[src/rtl/time_entry_decoder_if.sv]
// Digit-entry and load handshake bundle between keypad source and time decoder.
// master drives digits/cancel/load_ready; slave (decoder) drives status and the decoded time.
interface time_entry_decoder_if;
  logic [3:0]  digit_in;
  logic        digit_valid;
  logic        digit_ready;
  logic        cancel;
  logic [2:0]  digit_ptr;
  logic [23:0] digits;
  logic [7:0]  hrs;
  logic [7:0]  min;
  logic [7:0]  sec;
  logic        load_valid;
  logic        load_ready;
  logic        err;

  modport master (
    output digit_in, digit_valid, cancel, load_ready,
    input  digit_ready, digit_ptr, digits, hrs, min, sec, load_valid, err
  );

  modport slave (
    input  digit_in, digit_valid, cancel, load_ready,
    output digit_ready, digit_ptr, digits, hrs, min, sec, load_valid, err
  );
endinterface

[src/rtl/time_entry_decoder.sv]
// Collects six BCD digits HH:MM:SS, range-checks them, then offers the binary time for load.
// Latency: 6th digit accepted at edge N -> load_valid after edge N+2; digits accepted only in ENTRY.
module time_entry_decoder #(
  parameter logic [7:0] HR_MAX = 8'd23,
  parameter logic [7:0] MS_MAX = 8'd59
) (
  input  logic                clk,
  input  logic                reset,
  time_entry_decoder_if.slave bus
);

  typedef enum logic [1:0] {ST_ENTRY, ST_CHECK, ST_LOAD} state_t;

  state_t      r_state, w_state_nxt;
  logic        r_phase, w_phase_nxt;
  logic [2:0]  r_ptr, w_ptr_nxt;
  logic [23:0] r_digits, w_digits_nxt;
  logic [7:0]  r_hrs, w_hrs_nxt;
  logic [7:0]  r_min, w_min_nxt;
  logic [7:0]  r_sec, w_sec_nxt;
  logic        r_err, w_err_nxt;
  logic        w_reject;

  function automatic logic [7:0] bcd2bin(input logic [3:0] msb, input logic [3:0] lsb);
    return 8'(msb) * 8'd10 + 8'(lsb);
  endfunction

  assign w_reject = (bus.digit_in > 4'd9) ||
                    ((r_ptr == 3'd0) && (bus.digit_in > 4'd2)) ||
                    (((r_ptr == 3'd2) || (r_ptr == 3'd4)) && (bus.digit_in > 4'd5));

  always_ff @(posedge clk or negedge reset) begin
    if (!reset) begin
      r_state  <= ST_ENTRY;
      r_phase  <= 1'b0;
      r_ptr    <= '0;
      r_digits <= '0;
      r_hrs    <= '0;
      r_min    <= '0;
      r_sec    <= '0;
      r_err    <= 1'b0;
    end else begin
      r_state  <= w_state_nxt;
      r_phase  <= w_phase_nxt;
      r_ptr    <= w_ptr_nxt;
      r_digits <= w_digits_nxt;
      r_hrs    <= w_hrs_nxt;
      r_min    <= w_min_nxt;
      r_sec    <= w_sec_nxt;
      r_err    <= w_err_nxt;
    end
  end

  always_comb begin
    w_state_nxt  = r_state;
    w_phase_nxt  = r_phase;
    w_ptr_nxt    = r_ptr;
    w_digits_nxt = r_digits;
    w_hrs_nxt    = r_hrs;
    w_min_nxt    = r_min;
    w_sec_nxt    = r_sec;
    w_err_nxt    = 1'b0;
    unique case (r_state)
      ST_ENTRY: begin
        if (bus.cancel) begin
          w_ptr_nxt    = '0;
          w_digits_nxt = '0;
        end else if (bus.digit_valid) begin
          if (w_reject) begin
            w_err_nxt = 1'b1;
          end else begin
            for (int i = 0; i < 6; i++) begin
              if (r_ptr == 3'(i)) w_digits_nxt[23-4*i -: 4] = bus.digit_in;
            end
            w_ptr_nxt = r_ptr + 3'd1;
            if (r_ptr == 3'd5) begin
              w_state_nxt = ST_CHECK;
              w_phase_nxt = 1'b0;
            end
          end
        end
      end
      // CHECK is two cycles: register the binary fields, then compare the registered values.
      ST_CHECK: begin
        if (bus.cancel) begin
          w_state_nxt  = ST_ENTRY;
          w_phase_nxt  = 1'b0;
          w_ptr_nxt    = '0;
          w_digits_nxt = '0;
        end else if (!r_phase) begin
          w_hrs_nxt   = bcd2bin(r_digits[23:20], r_digits[19:16]);
          w_min_nxt   = bcd2bin(r_digits[15:12], r_digits[11:8]);
          w_sec_nxt   = bcd2bin(r_digits[7:4],   r_digits[3:0]);
          w_phase_nxt = 1'b1;
        end else begin
          w_phase_nxt = 1'b0;
          if ((r_hrs > HR_MAX) || (r_min > MS_MAX) || (r_sec > MS_MAX)) begin
            w_err_nxt    = 1'b1;
            w_state_nxt  = ST_ENTRY;
            w_ptr_nxt    = '0;
            w_digits_nxt = '0;
          end else begin
            w_state_nxt = ST_LOAD;
          end
        end
      end
      ST_LOAD: begin
        if (bus.load_ready || bus.cancel) begin
          w_state_nxt  = ST_ENTRY;
          w_ptr_nxt    = '0;
          w_digits_nxt = '0;
        end
      end
      default: begin
        w_state_nxt = ST_ENTRY;
      end
    endcase
  end

  assign bus.digit_ready = (r_state == ST_ENTRY);
  assign bus.load_valid  = (r_state == ST_LOAD);
  assign bus.digit_ptr   = r_ptr;
  assign bus.digits      = r_digits;
  assign bus.hrs         = r_hrs;
  assign bus.min         = r_min;
  assign bus.sec         = r_sec;
  assign bus.err         = r_err;

endmodule

[src/flat_wrapper.sv]
// flat-port wrapper written by rule: the top's interface ports become plain ports
module time_entry_decoder_flat 
#(
  parameter logic [7:0] HR_MAX = 8'd23,
  parameter logic [7:0] MS_MAX = 8'd59
)
  (clk, reset, bus_digit_in, bus_digit_valid, bus_cancel, bus_load_ready, bus_digit_ready, bus_digit_ptr, bus_digits, bus_hrs, bus_min, bus_sec, bus_load_valid, bus_err);
  time_entry_decoder_if bus_i ();
  input  logic clk;
  input  logic reset;
  input wire logic [$bits(bus_i.digit_in)-1:0] bus_digit_in;
  input wire logic [$bits(bus_i.digit_valid)-1:0] bus_digit_valid;
  input wire logic [$bits(bus_i.cancel)-1:0] bus_cancel;
  input wire logic [$bits(bus_i.load_ready)-1:0] bus_load_ready;
  output wire logic [$bits(bus_i.digit_ready)-1:0] bus_digit_ready;
  output wire logic [$bits(bus_i.digit_ptr)-1:0] bus_digit_ptr;
  output wire logic [$bits(bus_i.digits)-1:0] bus_digits;
  output wire logic [$bits(bus_i.hrs)-1:0] bus_hrs;
  output wire logic [$bits(bus_i.min)-1:0] bus_min;
  output wire logic [$bits(bus_i.sec)-1:0] bus_sec;
  output wire logic [$bits(bus_i.load_valid)-1:0] bus_load_valid;
  output wire logic [$bits(bus_i.err)-1:0] bus_err;
  assign bus_i.digit_in = bus_digit_in;
  assign bus_i.digit_valid = bus_digit_valid;
  assign bus_i.cancel = bus_cancel;
  assign bus_i.load_ready = bus_load_ready;
  assign bus_digit_ready = bus_i.digit_ready;
  assign bus_digit_ptr = bus_i.digit_ptr;
  assign bus_digits = bus_i.digits;
  assign bus_hrs = bus_i.hrs;
  assign bus_min = bus_i.min;
  assign bus_sec = bus_i.sec;
  assign bus_load_valid = bus_i.load_valid;
  assign bus_err = bus_i.err;
  time_entry_decoder #(.HR_MAX(HR_MAX), .MS_MAX(MS_MAX)) u_core (.clk(clk), .reset(reset), .bus(bus_i));
endmodule
[config.mk]
export PLATFORM = sky130hd
export DESIGN_NAME = time_entry_decoder_flat
export DESIGN_NICKNAME = d
export VERILOG_FILES = /design/src/rtl/time_entry_decoder_if.sv /design/src/rtl/time_entry_decoder.sv /design/src/flat_wrapper.sv
export SDC_FILE = /design/constraint.sdc
export NUM_CORES = 1
export LEC_CHECK = 0
export CORE_ASPECT_RATIO = 0.7
export CORE_MARGIN = 2
export CORE_UTILIZATION = 47
export DETAILED_ROUTE_END_ITERATION = 7
export GPL_TIMING_DRIVEN = 0
export PLACE_DENSITY = 0.84
export SLEW_MARGIN = 15
export SYNTH_ARGS = -nofsm -noshare
export SYNTH_HDL_FRONTEND = slang
export SYNTH_SLANG_ARGS = --single-unit
[constraint.sdc]
create_clock -name clk -period 3.2 [get_ports clk]
set_input_delay 0.32 -clock clk [delete_from_list [all_inputs] [get_ports clk]]
set_output_delay 0.32 -clock clk [all_outputs]
set_load 0.005 [all_outputs]
# After elaboration in Yosys (flattened, before gate mapping)
# Cells that the tools add are included.
dict set report totals {
  input_bits 9
  reg_bits 55
}
dict set report classes {
  muxes 45
  reduce_logical 22
  add_sub_neg 4
  multipliers 3
  n_lt_le_gt_ge 6
  eq_ne 22
  bitwise_logic 2
}
# op count
set op_table {}
lappend op_table {{two-way mux 24 bit} 7}
lappend op_table {{one-hot mux 24 bit (3 select lines)} 1}
lappend op_table {{AND reduction 7 bit} 6}
lappend op_table {{adder 8 x 4 -> 8 bit} 3}
lappend op_table {{two-way mux 4 bit} 6}
lappend op_table {{!= test 3 x 2 -> 1 bit (second input constant)} 8}
lappend op_table {{multiplier 4 x 3 -> 7 bit (second input constant)} 3}
lappend op_table {{two-way mux 3 bit} 7}
lappend op_table {{> comparator 8 x 6 -> 1 bit (second input constant)} 2}
lappend op_table {{two-way mux 2 bit} 8}
lappend op_table {{two-way mux 1 bit} 12}
lappend op_table {{AND reduction 6 bit} 2}
lappend op_table {{one-hot mux 3 bit (3 select lines)} 1}
lappend op_table {{> comparator 8 x 5 -> 1 bit (second input constant)} 1}
lappend op_table {{== test 3 x 2 -> 1 bit (second input constant)} 2}
lappend op_table {{== test 3 bit (second input constant)} 2}
lappend op_table {{logical OR 1 bit} 6}
lappend op_table {{!= test 2 bit (second input constant)} 3}
lappend op_table {{!= test 3 bit (second input constant)} 2}
lappend op_table {{one-hot mux 2 bit (3 select lines)} 1}
lappend op_table {{AND reduction 5 bit} 1}
lappend op_table {{> comparator 4 x 2 -> 1 bit (second input constant)} 1}
lappend op_table {{> comparator 4 x 3 -> 1 bit (second input constant)} 1}
lappend op_table {{> comparator 4 bit (second input constant)} 1}
lappend op_table {{13 further kinds} 17}

# Longest topological paths before layout
# Gate-level depths: netlist of the first run.
dict set report depth {
  ltp_word 8
  mapped_depth 9
  ltp_nobuf 9
}

# Worst setup path before layout of the first run
# Ideal clock, no wire load.
dict set report synth_path {
  path_kind {register -> register}
  from {register u_core.r_digits[23], in the netlist u_core.bus.digits[23]}
  to {register u_core.r_hrs[7], in the netlist u_core.bus.hrs[7]}
  stages_incl_launch_ff 10
  path_slack_ps 1107
  arrival_ps 1958
  setup_ps 135
  path_cell_list {dfrtp_1 -> ha_1 -> ha_1 -> inv_1 -> fa_1 -> inv_1 -> o2111ai_1 -> xor2_1 -> a21oi_1 -> o21ai_0}
}
dict set report synth_between {
  elab_chain_len 2
}
# element line
set synth_rtl {}
lappend synth_rtl {{from (decl)} time_entry_decoder.sv:17} ;# logic [23:0] r_digits, w_digits_nxt;
lappend synth_rtl {{from (signal assigned)} time_entry_decoder.sv:46} ;# r_digits <= w_digits_nxt;
lappend synth_rtl {{multiplier 4 x 3 -> 7 bit} time_entry_decoder.sv:25} ;# return 8'(msb) * 8'd10 + 8'(lsb);
lappend synth_rtl {{adder 8 x 4 -> 8 bit} time_entry_decoder.sv:25}
lappend synth_rtl {{to (signal assigned)} time_entry_decoder.sv:47} ;# r_hrs <= w_hrs_nxt;
lappend synth_rtl {{to (decl)} time_entry_decoder.sv:18} ;# logic [7:0] r_hrs, w_hrs_nxt;
# No other way between the ends.
# A chain may end at the register's enable or synchronous reset.

# Final worst setup path of the first run
# Ends and elaborated chain as after synthesis.

==> results of run 1 <==
[worst paths after layout]
kind / slack, ns / cells after the start / endpoint
setup / recovery: 0.88 / 9 / u_core.bus.hrs[7]
hold / removal: 0.04 / 1 / u_core.bus.sec[4]
setup reg to reg: 0.88 / 9 / u_core.bus.hrs[7]
hold reg to reg: 0.49 / 2 / u_core.bus.min[0]
max in group asynchronous: 2.72 / 1 / u_core.bus.digits[4]
min in group clk: 0.46 / 4 / u_core.bus.digit_ptr[1]
[layout make-up]
class                      count  area [um2]  area share [%]
multi-input combinational    227        1720            42.7
sequential                    55        1380            34.2
timing repair buffer          61         608            15.1
tap                           94         118            2.92
inverter                      29         109            2.71
clock buffer                   6        72.6            1.80
buffer                         6        23.8           0.591
[worst reg2reg max path: stages, from the launching register on]
cell and delay [ns]:
dfrtp_1 0.47, ha_1 0.32, ha_1 0.22, inv_1 0.07, fa_1 0.47, inv_1 0.08, o2111ai_1 0.13, xor2_1 0.17
a21oi_1 0.17, o21ai_0 0.09
[metrics by stage]
stage	total power, uW	instance area [um2]	hold slack, ns
after detailed placement	3250	3950	0.410
after global routing	3920	4020	0.0980
final	3610	4020	0.0398
after global placement	3170	3950	0.459
after CTS	3630	4020	0.0683
after floorplan	2360	3230	0.0244
[flip-flops by register name, indices dropped and copies added, names as in the netlist]
register,flops
u_core.bus.digit_ptr,3
u_core.bus.digits,24
u_core.bus.err,1
u_core.bus.hrs,8
u_core.bus.min,8
u_core.bus.sec,8
u_core.r_phase,1
u_core.r_state,2
[cells in the mapped netlist (all sizes together), types with 2 or more instances]
library cell and number:
nand2 47, xor2 8, o21ai 24, and2 4, ha 30, nand3 6, nor3 4, mux2 24
xnor2 10, inv 29, a21o 4, a211oi 3, o2111ai 2, nor4 3, nand2b 5, nor2 9
a31o 2, a21oi 14, fa 6, nor2b 4, nand4 2, clkbuf 5, or2 2, nor3b 3
dfrtp 55
[report_power, final]
part / switching (uW) / internal, uW / total (uW) / leakage [uW]
sequential: 279 / 959 / 1240 / 0.000727
combinational: 923 / 1080 / 2010 / 0.00106
clock: 220 / 147 / 367 / 0.0000371
[layer usage]
layer	up-vias	routed length (um)	track usage, %
li1	1213	-	-
met1	1215	3670	31.2
met2	68	3150	30.5
met3	7	352	4.66
met4	0	65	5.70
met5	-	0	0
[kinds of logic after synthesis]
| kind of cell | after synthesis |
|---|---|
| flops | 55 |
| simple gates | 91 |
| xor+xnor | 18 |
| buf+inv | 35 |
| mux | 25 |
| compound gates | 57 |
| fa+ha+maj | 36 |
==> run_results.csv, run 1 <==
group,metric,value,unit
status,outcome,"finished clean",
yosys,synthMuxAreaShare,8.69,%
grt,grt_max_degree,56,
grt,antenna_found_initial,0,
timing,finalSetupViolCount,0,
yosys,synth-compound-area-share,11.2,%
timing,rsz0062_at_grt,"no",
grt,grt_pass1_vias,2435,
worst_setup_path,arrival,2.51,ns
timing,min_period_over_period,72.5,%
clocking,post_cts_buffers,0,
clocking,cts_sinks,55,
detailed_routing,ant_nets,0,
yosys,synthSimpleGateAreaFrac,13.1,%
place,dp_slack,0.776,ns
power_and_ir_drop,powerDensity,898,nW/um2
floorplanning,chipHeight,73.3,um
floorplanning,fp-row-count,25,
timing,tns,0,ns
floorplanning,die_w,103,um
yosys,synth_edf_count,0,
timing,worst_slew_pin_slew,0.830,ns
detailed_routing,drt_iter0_drc,125,
clocking,cts_tree,"yes",
detailed_routing,drc,0,
timing,timing.final.crit_period,2.32,ns
timing,maxSlewViolCount,0,
floorplanning,core-area,6690,um2
worst_setup_path,worst-setup-path-type,"reg2reg",
clocking,cts_hold_buf,0,
place,dpl.cell_count,472,
detailed_routing,post_drt_wl_per_cell,15.1,um
clocking,cts_resized,0,
worst_setup_path,path_delay_family,"adder cells",
detailed_routing,vias_per_cell,5.24,
grt,grt_first_pass_wirelength,12000,um
run,drv_cap,0,
floorplanning,pin_count,63,
timing,setup_ws,0.880,ns
layout,mostFrequentLayoutCells,"60 x clkdlybuf4s50_1, 55 x dfrtp_1, 47 x nand2_1",
yosys,ys_types,38,
layout,layout_commonest_cell,"clkdlybuf4s50_1",
yosys,synth_nets,362,
layout,drive_gt1_share,9.64,%
yosys,synth_top_family_by_area,"adder cells",
worst_setup_path,critPathRequiredTime,3.39,ns
grt,gr-usage-all-layers,20.8,%
yosys,syn_area,3230,um2
yosys,yosysWarnings,0,
worst_setup_path,start_kind,"register",
detailed_routing,firstDrtPassIters,4,
worst_setup_path,cp-end-kind,"register",
detailed_routing,via_count,2503,
clocking,root_buffer,"clkbuf_8",
worst_setup_path,r2r_start,"u_core.bus.digits[23]",
grt,grt_overflow_total,0,
timing,slew-limit-headroom,44.5,%
worst_setup_path,crit_start,"u_core.bus.digits[23]",
timing,finClkSkew,0.00836,ns
yosys,syn_area_per_cell,10.2,um2
yosys,synthFlopType,"dfrtp_1",
power_and_ir_drop,leakage,0.00183,uW
hold_path,hp-class,"in2async",
layout,fillerInstances,604,
layout,final_nets,430,
layout,antenna_cells,0,
layout,post-route-util,60.1,%
yosys,synth_fa_ha_area_share,15.4,%
layout,instances_no_fill,478,
detailed_routing,drt_wl_total,7240,um
layout,area_delta_synth_final,24.7,%
yosys,yosysTopAreaCellShare,42.7,%
floorplanning,start_util,48.2,%
place,io_buffers,61,
place,place_congestion,0.901,
clocking,clock_latency,0.31,ns
yosys,synth_xor_area_share,4.89,%
clocking,clkTransAtPathRegs,0.09,ns
yosys,synth_cells,317,
clocking,cts_buffers,5,
yosys,synth_async_sr_flop_share,100,%
yosys,synth_top_area_cell,"dfrtp_1",
worst_setup_path,cp_max_fo,6,
yosys,ys_ff_latch,55,
yosys,synth-seq-area-share,42.7,%
worst_setup_path,max_stage_delay,0.47,ns
worst_setup_path,cp_cell_sequence,"ha_1, ha_1, inv_1, fa_1, inv_1, o2111ai_1, xor2_1, a21oi_1, o21ai_0",
clocking,clock_path_buffers,2,
floorplanning,die_area,7550,um2
timing,fmax,431,MHz
timing,hold_viol_final,0,
worst_setup_path,crit_slowest_cell,"dfrtp_1",
power_and_ir_drop,max-vdd-ir-drop,0.386,mV
place,dp_hpwl,5670,um
clocking,htreeDepth,2,
worst_setup_path,crit_buf_inv,2,
yosys,synth_area_leaders,"dfrtp_1 43%, ha_1 12%, mux2_2 8.4%",
(Power assumes the default switching activity.)
==> run 2: changes to the inputs <==
--- a/config.mk
+++ b/config.mk
@@ -10,7 +10,7 @@
 export CORE_UTILIZATION = 47
 export DETAILED_ROUTE_END_ITERATION = 7
 export GPL_TIMING_DRIVEN = 0
-export PLACE_DENSITY = 0.84
+export PLACE_DENSITY = 0.86
 export SLEW_MARGIN = 15
 export SYNTH_ARGS = -nofsm -noshare
 export SYNTH_HDL_FRONTEND = slang
==> constraint.sdc (replaced) <==
create_clock -name clk -period 2.1 [get_ports clk]
set_input_delay 0.21 -clock clk [delete_from_list [all_inputs] [get_ports clk]]
set_output_delay 0.21 -clock clk [all_outputs]
set_load 0.005 [all_outputs]
==> run_results.csv, run 2 (same netlist as run 1, synthesis figures left out) <==
group,metric,value,unit
status,outcome,"finished with violations",
status,violations,"setup timing",
grt,antenna_found_initial,0,
detailed_routing,firstDrtPassIters,4,
clocking,clock_path_buffers,2,
layout,fin_area,4500,um2
floorplanning,start_util,48.2,%
hold_path,hp-class,"in2reg",
place,place_congestion,0.882,
worst_setup_path,arrival,2.33,ns
worst_setup_path,cp-end-kind,"register",
timing,worst_slew_pin_slew,0.806,ns
floorplanning,pin_count,63,
run,drv_cap,0,
place,io_buffers,61,
layout,drive_gt1_share,28.2,%
power_and_ir_drop,leakage,0.00198,uW
timing,hold_viol_final,0,
clocking,clock_latency,0.32,ns
clocking,cts_buffers,5,
detailed_routing,drc,0,
timing,tns,-0.0108,ns
power_and_ir_drop,powerDensity,1430,nW/um2
worst_setup_path,crit_start,"u_core.bus.digits[15]",
floorplanning,die_w,103,um
floorplanning,fp-row-count,25,
detailed_routing,ant_nets,0,
timing,fmax,474,MHz
clocking,clkTransAtPathRegs,0.10,ns
clocking,htreeDepth,2,
place,dp_slack,-0.235,ns
clocking,cts_sinks,55,
timing,holdWs,0.401,ns
layout,final_nets,459,
worst_setup_path,cp_max_fo,3,
layout,post-route-util,67.3,%
grt,grt_overflow_total,0,
timing,finalSetupViolCount,1,
floorplanning,chipHeight,73.3,um
layout,mostFrequentLayoutCells,"60 x clkdlybuf4s50_1, 48 x dfrtp_1, 47 x nand2_1",
floorplanning,core-area,6690,um2
grt,grt_pass1_vias,2537,
layout,fillerInstances,506,
timing,maxSlewViolCount,0,
detailed_routing,post_drt_wl_per_cell,17.3,um
worst_setup_path,r2r_start,"u_core.bus.digits[15]",
timing,min_period_over_period,101,%
detailed_routing,via_count,2699,
place,placed_area,3980,um2
layout,largest_reg_flops,24,
detailed_routing,drt_wl_total,8800,um
layout,layout_commonest_cell,"clkdlybuf4s50_1",
timing,finClkSkew,0.0148,ns
worst_setup_path,critPathRequiredTime,2.32,ns
grt,gr-usage-all-layers,22.5,%
detailed_routing,vias_per_cell,5.30,
worst_setup_path,worst-setup-path-type,"reg2reg",
timing,slew-limit-headroom,46.2,%
detailed_routing,drt_iter0_drc,131,
layout,antenna_cells,0,
timing,timing.final.crit_period,2.11,ns
hold_path,hold_start,"bus_cancel",
worst_setup_path,start_kind,"register",
clocking,cts_tree,"yes",
timing,rsz0062_at_grt,"yes",
layout,area_delta_synth_final,39.6,%
clocking,root_buffer,"clkbuf_8",
grt,grt_max_degree,34,
floorplanning,die_area,7550,um2
place,dp_hpwl,5850,um
timing,setup_ws,-0.0108,ns
power_and_ir_drop,max-vdd-ir-drop,0.587,mV
grt,grt_first_pass_wirelength,13000,um
==> run 2: cell types whose count changed in the layout (fill, tap and decap cells not counted), moves of 4 or more <==
| cell | previous run | this run |
|---|---|---|
| fa_1 | 6 | 1 |
| inv_1 | 29 | 20 |
| ha_1 | 30 | 17 |
| ha_2 | 0 | 6 |
| dfrtp_2 | 0 | 7 |
| buf_4 | 1 | 27 |
| inv_2 | 0 | 9 |
| fa_2 | 0 | 5 |
| dfrtp_1 | 55 | 48 |
| ha_4 | 0 | 7 |
| o21ai_0 | 24 | 19 |
| o21ai_1 | 0 | 4 |
==> run 2: worst max-delay path, cell delays in order, from the launching register on <==
cell	delay, ns
dfrtp_2	0.45
ha_4	0.25
ha_4	0.16
inv_2	0.06
fa_2	0.46
or3_1	0.41
a31oi_1	0.22
==> run 2: final timing paths <==
path / end / slack (ns) / cells past startpoint
setup / recovery: u_core.bus.min[7] / -0.01 / 6
hold / removal: u_core.bus.digit_ptr[1] / 0.40 / 4
setup reg to reg: u_core.bus.min[7] / -0.01 / 6
hold reg to reg: u_core.bus.sec[1] / 0.50 / 2
max in group asynchronous: u_core.bus.digits[7] / 0.98 / 3
min in group asynchronous: u_core.bus.hrs[4] / 0.52 / 2
==> run 2: metal layers <==
| layer | track usage, % | wire length [um] | vias to the layer above |
|---|---|---|---|
| met2 | 36.9 | 4200 | 88 |
| met5 | 0 | 0 | - |
| met1 | 32.0 | 3950 | 1329 |
| met3 | 4.38 | 545 | 10 |
| li1 | - | - | 1272 |
| met4 | 3.07 | 94 | 0 |
==> run 2: metrics by stage <==
step,std cells,power (uW)
2_1_floorplan,317,3590
3_3_place_gp,472,4830
3_5_place_dp,473,4980
4_1_cts,495,5960
5_1_grt,509,6860
6_report,509,6430
==> run 2: what timing repair did <==
| action | CTS | global route |
|---|---|---|
| setup endpoints to repair | 27 | 20 |
| pin swaps | 13 | 25 |
| setup buffers | 13 | 14 |
| endpoints found under the hold margin | 32 | 0 |
| hold buffers | 1 | 0 |
| gates resized for setup | 32 | 30 |
==> run 2: report_power, final <==
group	leakage [uW]	internal, uW	switching (uW)
combinational	0.00122	2150	1770
clock	0.0000484	272	363
sequential	0.000717	1470	409
==> run 2: cell type report <==
class	count	area, um2	area share, %
multi-input combinational	227	1930	42.8
sequential	55	1390	30.8
timing repair buffer	90	846	18.8
tap	94	118	2.61
inverter	29	109	2.42
clock buffer	7	86.3	1.92
buffer	6	23.8	0.528
clock inverter	1	8.76	0.194
==> run 3: changes to the inputs <==
--- a/config.mk
+++ b/config.mk
@@ -5,12 +5,13 @@
 export SDC_FILE = /design/constraint.sdc
 export NUM_CORES = 1
 export LEC_CHECK = 0
+export ABC_AREA = 0
 export CORE_ASPECT_RATIO = 0.7
 export CORE_MARGIN = 2
 export CORE_UTILIZATION = 47
 export DETAILED_ROUTE_END_ITERATION = 7
 export GPL_TIMING_DRIVEN = 0
-export PLACE_DENSITY = 0.86
+export PLACE_DENSITY = 0.74
 export SLEW_MARGIN = 15
 export SYNTH_ARGS = -nofsm -noshare
 export SYNTH_HDL_FRONTEND = slang
==> constraint.sdc (replaced) <==
create_clock -name clk -period 2.6 [get_ports clk]
set_input_delay 0.26 -clock clk [delete_from_list [all_inputs] [get_ports clk]]
set_output_delay 0.26 -clock clk [all_outputs]
set_load 0.005 [all_outputs]
==> run_results.csv, run 3 (same netlist as run 1, synthesis figures left out) <==
group,metric,value,unit
status,outcome,"finished with violations",
status,violations,"hold timing",
detailed_routing,ant_nets,0,
power_and_ir_drop,leakage,0.00185,uW
layout,drive_gt1_share,10.1,%
worst_setup_path,arrival,2.54,ns
place,dp_slack,0.158,ns
worst_setup_path,worst-setup-path-type,"reg2reg",
clocking,post_cts_buffers,0,
timing,finalSetupViolCount,0,
worst_setup_path,crit_buf_inv,2,
timing,finClkSkew,0.00658,ns
grt,antenna_found_initial,0,
timing,worst_slew_pin_slew,0.849,ns
detailed_routing,post_drt_wl_per_cell,15.7,um
clocking,clkTransAtPathRegs,0.10,ns
timing,slew-limit-headroom,43.2,%
floorplanning,chipHeight,73.3,um
power_and_ir_drop,max-vdd-ir-drop,0.484,mV
floorplanning,start_util,48.2,%
grt,grt_first_pass_wirelength,12000,um
grt,grt_pass1_vias,2427,
layout,layout_commonest_cell,"clkdlybuf4s50_1",
detailed_routing,drc,0,
floorplanning,die_w,103,um
detailed_routing,drt-met1-wl,3800,um
layout,instances_no_fill,480,
floorplanning,fp-row-count,25,
detailed_routing,top_layer,"met4",
clocking,cts_hold_buf,0,
power_and_ir_drop,power,4670,uW
run,drv_cap,0,
floorplanning,core-area,6690,um2
worst_setup_path,critPathRequiredTime,2.78,ns
hold_path,hp-class,"in2async",
place,dp_hpwl,5820,um
grt,gr-usage-all-layers,20.9,%
grt,grt_overflow_total,0,
floorplanning,pin_count,63,
timing,rsz0062_at_grt,"no",
detailed_routing,drt_iter0_drc,91,
layout,fin_area,4080,um2
timing,fmax,423,MHz
clocking,cts_tree,"yes",
timing,hold_viol_final,23,
detailed_routing,drt_wl_total,7540,um
timing,setup_ws,0.236,ns
layout,antenna_cells,0,
layout,area_delta_synth_final,26.6,%
clocking,root_buffer,"clkbuf_8",
place,io_buffers,61,
layout,largest_reg_flops,24,
clocking,clock_path_buffers,2,
power_and_ir_drop,powerDensity,1140,nW/um2
detailed_routing,vias_per_cell,5.25,
detailed_routing,dr_wl_met3,472,um
floorplanning,die_area,7550,um2
clocking,cts_buffers,5,
timing,timing.final.crit_period,2.36,ns
worst_setup_path,path_delay_family,"adder cells",
worst_setup_path,crit_slowest_cell,"dfrtp_1",
place,placed_area,3950,um2
detailed_routing,firstDrtPassIters,4,
place,place_congestion,0.916,
layout,mostFrequentLayoutCells,"60 x clkdlybuf4s50_1, 55 x dfrtp_1, 47 x nand2_1",
clocking,htreeDepth,2,
timing,holdWs,-0.0204,ns
worst_setup_path,cp-end-kind,"register",
clocking,clock_latency,0.31,ns
timing,maxSlewViolCount,0,
layout,final_nets,430,
worst_setup_path,cp_max_fo,6,
timing,min_period_over_period,90.9,%
detailed_routing,via_count,2518,
worst_setup_path,start_kind,"register",
worst_setup_path,max_stage_delay,0.47,ns
detailed_routing,routed-wl-met2,3210,um
worst_setup_path,cp_cell_sequence,"ha_1, ha_1, inv_1, fa_1, inv_1, o2111ai_1, xor2_1, a21oi_1, o21ai_0",
place,dpl.cell_count,472,
timing,tns,0,ns
grt,grt_max_degree,56,
clocking,cts_resized,0,
clocking,cts_sinks,55,
## run 3: changes by cell type in the layout (fill, tap and decap cells not counted), sizes merged
cell | before | now
clkinv | 1 | 0
dlygate4sd3 | 1 | 0
buf | 30 | 2
clkbuf | 12 | 11
bufinv | 0 | 2
## run 3: worst paths after layout
kind / start / to / slack [ns] / depth (start not counted)
max reg2reg: u_core.bus.digits[7] / u_core.bus.sec[7] / 0.24 / 9
max: u_core.bus.digits[7] / u_core.bus.sec[7] / 0.24 / 9
min reg2reg: u_core.bus.min[0] / u_core.bus.min[0] / 0.49 / 2
max in group asynchronous: reset / u_core.bus.digits[9] / 2.15 / 1
min: reset / u_core.bus.sec[4] / -0.02 / 1
min in group clk: bus_cancel / u_core.bus.digit_ptr[1] / 0.41 / 4
## run 3: where the power goes
part | total [uW] | switching (uW) | leakage [uW] | internal, uW
combinational | 2480 | 1140 | 0.00106 | 1340
clock | 671 | 286 | 0.0000654 | 385
sequential | 1520 | 339 | 0.000727 | 1180
total | 4670 | 1770 | 0.00185 | 2900
## run 3: metrics by stage
| step | hold slack, ns | util, % |
|---|---|---|
| floorplan | -0.0356 | - |
| finish | -0.0204 | 61.0 |
| global route | 0.0347 | 61.0 |
| CTS | 0.0155 | 61.0 |
| global placement | 0.459 | 59.1 |
| detailed placement | 0.358 | 59.0 |
## run 3: layer usage
| metal | vias to the layer above | GRT usage (%) |
|---|---|---|
| met5 | - | 0 |
| met4 | 0 | 4.09 |
| met3 | 5 | 5.33 |
| met2 | 73 | 31.0 |
| met1 | 1220 | 31.2 |
| li1 | 1220 | - |
## run 3: area by class of cell
type                    count  area [um2]
clock inverters             2        60.1
well taps                  94         118
clock buffers               6        72.6
plain buffers               6        23.8
flip-flops and latches     55        1380
multi-input cells         227        1720
fillers                   607        2610
repair buffers             61         608
inverters                  29         109
